<file path="src/rtl/fpmult_pkg.sv">
// ============================================================================
// Module  : fpmult_pkg
// Brief   : Shared FSM state type and rounding-mode constants for fpmult.
// Revision: 1.0
// ============================================================================
`default_nettype none

package fpmult_pkg;

  typedef enum logic [1:0] {
    IDLE = 2'd0,
    CALC = 2'd1,
    FIN  = 2'd2,
    DONE = 2'd3
  } state_t;

  localparam int c_round_trunc     = 0;
  localparam int c_round_half_away = 1;

endpackage

`default_nettype wire

</file>
<file path="src/rtl/fpmult_round_sat.sv">
// ============================================================================
// Module  : fpmult_round_sat
// Brief   : Scales the unsigned product magnitude, rounds and saturates.
// Revision: 1.0
// ============================================================================
`default_nettype none

module fpmult_round_sat
  import fpmult_pkg::*;
#(
  parameter int n     = 32,
  parameter int d     = 16,
  parameter int ROUND = c_round_trunc
) (
  input  logic [2*n-1:0] i_acc,
  input  logic           i_sign,
  output logic [n-1:0]   o_msg,
  output logic           o_ovf
);

  // One extra bit so the rounding increment can never wrap the magnitude.
  localparam int c_mw = 2*n + 1;
  localparam logic [c_mw-1:0] c_pos_max = {{(c_mw-n+1){1'b0}}, {(n-1){1'b1}}};
  localparam logic [c_mw-1:0] c_neg_max = c_pos_max + c_mw'(1);

  logic [c_mw-1:0] w_sum;
  logic [c_mw-1:0] w_mag;

  generate
    if (ROUND == c_round_half_away && d > 0) begin : g_round
      assign w_sum = {1'b0, i_acc} + (c_mw'(1) << (d-1));
    end else begin : g_trunc
      assign w_sum = {1'b0, i_acc};
    end
  endgenerate

  assign w_mag = w_sum >> d;

  always_comb begin
    o_ovf = 1'b0;
    o_msg = w_mag[n-1:0];
    if (!i_sign) begin
      if (w_mag > c_pos_max) begin
        o_ovf = 1'b1;
        o_msg = {1'b0, {(n-1){1'b1}}};
      end
    end else begin
      if (w_mag > c_neg_max) begin
        o_ovf = 1'b1;
        o_msg = {1'b1, {(n-1){1'b0}}};
      end else begin
        o_msg = -w_mag[n-1:0];
      end
    end
  end

endmodule

`default_nettype wire

</file>
<file path="src/rtl/fpmult_multibit.sv">
// ============================================================================
// Module  : fpmult_multibit
// Brief   : Signed fixed-point multiplier retiring k multiplier bits per cycle.
// Revision: 1.0
// ============================================================================
`default_nettype none

module fpmult_multibit
  import fpmult_pkg::*;
#(
  parameter int n     = 32,
  parameter int d     = 16,
  parameter int k     = 2,
  parameter int ROUND = c_round_trunc
) (
  input  logic           clk,
  input  logic           reset,
  input  logic           recv_val,
  output logic           recv_rdy,
  input  logic [2*n-1:0] recv_msg,
  output logic           send_val,
  input  logic           send_rdy,
  output logic [n-1:0]   send_msg,
  output logic           send_ovf
);

  localparam int c_steps = n / k;
  localparam int c_cw    = $clog2(c_steps) + 1;

  state_t          r_state;
  state_t          w_state_next;
  logic [n-1:0]    r_a_mag;
  logic [n-1:0]    r_b_rem;
  logic            r_sign;
  logic [2*n-1:0]  r_acc;
  logic [c_cw-1:0] r_cnt;
  logic [n-1:0]    r_msg;
  logic            r_ovf;

  logic [n-1:0]    w_a;
  logic [n-1:0]    w_b;
  logic [n-1:0]    w_a_mag;
  logic [n-1:0]    w_b_mag;
  logic [n-1:0]    w_b_next;
  logic            w_last;
  logic [2*n-1:0]  w_partial;
  logic [n-1:0]    w_res;
  logic            w_res_ovf;

  assign w_a      = recv_msg[2*n-1:n];
  assign w_b      = recv_msg[n-1:0];
  // Negating -2^(n-1) yields 2^(n-1), which is exact as an unsigned n-bit value.
  assign w_a_mag  = w_a[n-1] ? -w_a : w_a;
  assign w_b_mag  = w_b[n-1] ? -w_b : w_b;
  assign w_b_next = r_b_rem >> k;
  assign w_last   = (r_cnt == c_cw'(c_steps - 1)) || (w_b_next == '0);

  assign w_partial = ({{n{1'b0}}, r_a_mag} << (k * r_cnt))
                   * {{(2*n-k){1'b0}}, r_b_rem[k-1:0]};

  fpmult_round_sat #(
    .n     (n),
    .d     (d),
    .ROUND (ROUND)
  ) u_round_sat (
    .i_acc  (r_acc),
    .i_sign (r_sign),
    .o_msg  (w_res),
    .o_ovf  (w_res_ovf)
  );

  always_comb begin
    w_state_next = r_state;
    recv_rdy     = 1'b0;
    send_val     = 1'b0;
    case (r_state)
      IDLE: begin
        recv_rdy = 1'b1;
        if (recv_val) w_state_next = CALC;
      end
      CALC: if (w_last) w_state_next = FIN;
      FIN:  w_state_next = DONE;
      DONE: begin
        send_val = 1'b1;
        if (send_rdy) w_state_next = IDLE;
      end
      default: w_state_next = IDLE;
    endcase
  end

  always_ff @(posedge clk) begin
    if (reset) begin
      r_state <= IDLE;
      r_a_mag <= '0;
      r_b_rem <= '0;
      r_sign  <= 1'b0;
      r_acc   <= '0;
      r_cnt   <= '0;
      r_msg   <= '0;
      r_ovf   <= 1'b0;
    end else begin
      r_state <= w_state_next;
      case (r_state)
        IDLE: if (recv_val) begin
          r_a_mag <= w_a_mag;
          r_b_rem <= w_b_mag;
          r_sign  <= w_a[n-1] ^ w_b[n-1];
          r_acc   <= '0;
          r_cnt   <= '0;
        end
        CALC: begin
          r_acc   <= r_acc + w_partial;
          r_b_rem <= w_b_next;
          r_cnt   <= r_cnt + c_cw'(1);
        end
        FIN: begin
          r_msg <= w_res;
          r_ovf <= w_res_ovf;
        end
        default: ;
      endcase
    end
  end

  assign send_msg = r_msg;
  assign send_ovf = r_ovf;

endmodule

`default_nettype wire

</file>
<file path="config.mk">
export PLATFORM = sky130hd
export DESIGN_NAME = fpmult_multibit
export DESIGN_NICKNAME = d
export VERILOG_FILES = /design/src/rtl/fpmult_pkg.sv /design/src/rtl/fpmult_round_sat.sv /design/src/rtl/fpmult_multibit.sv
export SDC_FILE = /design/constraint.sdc
export NUM_CORES = 1
export LEC_CHECK = 0
export CORE_ASPECT_RATIO = 0.75
export CORE_MARGIN = 3
export CORE_UTILIZATION = 30
export CTS_CLUSTER_DIAMETER = 120
export CTS_CLUSTER_SIZE = 24
export DETAILED_ROUTE_END_ITERATION = 12
export MAX_ROUTING_LAYER = met4
export PLACE_DENSITY = 0.47
export SLEW_MARGIN = 10
export SYNTH_ARGS = -nofsm -noshare
export SYNTH_HDL_FRONTEND = slang
export SYNTH_HIERARCHICAL = 1
export SYNTH_SLANG_ARGS = --single-unit
</file>
<file path="constraint.sdc">
create_clock -name clk -period 5.5 [get_ports clk]
set_input_delay 0.825 -clock clk [delete_from_list [all_inputs] [get_ports clk]]
set_output_delay 0.825 -clock clk [all_outputs]
set_load 0.03 [all_outputs]
</file>
==> flow_summary.json <==
{
  "slew_viol_final": 0,
  "clockBufferDepth": 2,
  "drt_iter0_drc": 1161,
  "grt_pass1_vias": 15780,
  "grt_overflow": 0,
  "cts_root_buf": "clkbuf_16",
  "grt_max_degree": 72,
  "antenna_cells": 0,
  "ys_top_cells_by_area": "dfxtp_1 (21%), fa_1 (7.7%), nand2_1 (7.5%), ha_1 (5.5%), inv_1 (5.0%)",
  "synth.distinct_cells": 94,
  "setup_viol": 0,
  "dieArea_um2": 57600,
  "globalplace.congestion": 0.9351,
  "synth_top_area_share_pct": 20.61,
  "end_kind": "flop",
  "die_w_um": 276.1,
  "wl_um": 56150,
  "htreeDepth": 4,
  "die_h_um": 208.6,
  "fin_skew_ps": 16.33,
  "drt_pass1_iterations": 5,
  "cp-start-kind": "flop",
  "critPathMaxFanout": 28,
  "grt_use_total_pct": 20.00,
  "swShare_pct": 46.99,
  "grt_pass1_wl_um": 89770,
  "combinationalPowerShare_pct": 51.5,
  "final_common_cell": "nand2_1",
  "synthesis.nets": 2428,
  "viasPerCell": 5.306,
  "critPathKind": "flop to flop",
  "cts.sinks": 169,
  "finalCritPeriodShare_pct": 95.51,
  "place.port_buffers": 102,
  "whs_ps": 476.6,
  "setup_ws_ps": 246.7,
  "final_cell_mix": "nand2_1 (327), inv_1 (219), nor2_1 (204), dfxtp_1 (167), a21oi_1 (137)",
  "max-cap-violations": 0,
  "yosysWarnings": 6,
  "ys_seq_area_share_pct": 20.61,
  "antenna_found_initial": 0,
  "ys_ff_latch": 169,
  "tritoncts": "yes",
  "nFillCells": 5817,
  "pwr-share-seq_pct": 27.0,
  "row_count": 73,
  "relSlewSlack_pct": 24.62,
  "power_leakage_nw": 8.037,
  "synth_area_per_cell_um2": 7.378,
  "clkLatencyLatePin_ps": 480,
  "finalHoldViolations": 0,
  "async_reset_ff_share_pct": 0,
  "netSwitchingPower_mw": 2.798,
  "wire_per_inst_um": 18.48,
  "vias": 16120,
  "tightest_slew_ps": 1131,
  "io_pins": 103,
  "area_delta_synth_final_pct": 17.58,
  "drive_above_1_share_pct": 9.415,
  "hpwl_um": 44120,
  "yosys.area.top_type": "dfxtp_1",
  "max-vdd-ir-drop_mv": 0.1854,
  "start_util_pct": 30.67,
  "syn_inst": 2225,
  "place_ws_ps": 116.1,
  "clkSlewWorstSetupHoldPaths_ps": 80,
  "synth_ff_type": "dfxtp_1",
  "rsz0062_at_grt": "no",
  "syn_area_um2": 16420,
  "internal_power_mw": 3.156,
  "timing.fmax_mhz": 190.4,
  "cp.required_ps": 5810,
  "hold_class": "flop to flop",
  "ant_nets": 0,
  "power_density_nw_per_um2": 308.5,
  "place_inst": 3004,
  "finalSetupTns_ps": 0,
  "final_cells": 3038,
  "fp.coreArea_um2": 53520,
  "finalNetCount": 2516,
  "synth_edf_count": 0,
  "outcome": "finished, final reports clean",
  "drc": 0,
  "min_period_ps": 5253,
  "ff2ff_setup_slack_ps": 250,
  "crit_arrival_ps": 5560,
  "clock_power_share_pct": 21.5,
  "numCtsBuffers": 17
}
[path summary, 6_finish.rpt]
check,from,cells past startpoint,to
setup / recovery,r_cnt[2],20,r_acc[42]
hold / removal,r_b_rem[28],2,r_b_rem[28]
hold reg to reg,r_b_rem[28],2,r_b_rem[28]
setup reg to reg,r_cnt[2],20,r_acc[42]
[logic make-up after synthesis]
family	count (synthesis)	share of synthesized area, %
adders and majority gates	135	13.17
AOI/OAI and AO/OA	562	22.94
muxes	83	5.990
xor gates and xnor gates	118	6.295
DFF	169	20.61
and+or+nand+nor	803	22.66
buffers and inverters	355	8.338
[Yosys cell counts, types with 10 or more instances]
library cell,count
nand2_1,327
inv_1,220
nor2_1,207
dfxtp_1,169
a21oi_1,138
clkbuf_1,109
o21ai_0,105
ha_1,72
xor2_1,66
fa_1,63
mux2i_1,62
xnor2_1,52
a211oi_1,47
nor3_1,47
a22oi_1,40
nand3_1,40
a21o_1,28
nand2b_1,28
nand4_1,23
o31ai_1,22
nor4_1,21
o22ai_1,20
and2_1,18
a22o_1,17
buf_1,17
o21bai_1,16
or3_1,16
a222oi_1,14
or4_1,14
a311oi_1,13
a31oi_1,12
nor2b_1,12
mux4_2,11
or2_2,10
[worst max-delay path, stage by stage (launching register included)]
cell and delay (ps):
dfxtp_1 560, buf_6 300, mux4_2 340, and2_1 170, a31oi_1 260, buf_4 210, nand2b_1 120, fa_1 410
inv_1 70, ha_1 350, a21oi_1 150, o21ai_0 230, nor2_1 80, a31oi_1 470, buf_4 230, a31oi_1 130
o21bai_1 350, a21oi_1 180, o21ai_0 240, xnor2_1 140, o21ai_0 90
[metrics by stage]
step | area (um^2) | power, mW | utilization (%)
after floorplan | 16420 | 3.552 | -
after detailed placement | 18580 | 4.653 | 34.71
after global placement | 18580 | 4.639 | 34.71
after CTS | 19180 | 5.959 | 35.83
final | 19300 | 5.954 | 36.06
after global routing | 19300 | 6.382 | 36.06
[layer usage]
metal / GRT usage [%] / vias up / share of wire (%)
li1: - / 7939 / -
met1: 29.33 / 7776 / 52
met2: 28.21 / 349 / 41
met3: 3.686 / 57 / 4.9
met4: 4.659 / 0 / 1.8
met5: - / - / 0
[what timing repair did]
item / CTS / global route
setup endpoints to repair: 0 / 15
setup buffers: 0 / 1
gates resized for setup: 0 / 26
hold buffers: 0 / 0
[power by group through the flow]
stage	clock [mW]	sequential [mW]	combinational, mW
finish	1.28	1.61	3.07
detailed placement	0	1.63	3.02
global route	1.37	1.63	3.38
floorplan	0	1.58	1.97
global placement	0	1.63	3.01
CTS	1.32	1.60	3.03
[registers in the layout, indices dropped and copies added (netlist names)]
name	flops
r_cnt	5
r_a_mag	32
send_msg	32
r_acc	64
r_b_rem	32
r_sign	1
send_ovf	1
r_state	2
[layout make-up]
class / instances / area [um^2] / area share, %
inverters: 222 / 833.3 / 4.317
clock buffers: 17 / 425.4 / 2.204
multi-input cells: 1701 / 11770 / 60.98
flip-flops and latches: 169 / 3388 / 17.55
clock inverters: 15 / 175.2 / 0.9075
well taps: 712 / 890.9 / 4.615
repair buffers: 202 / 1818 / 9.419
No activity file was read; power rests on OpenSTA's default activity.
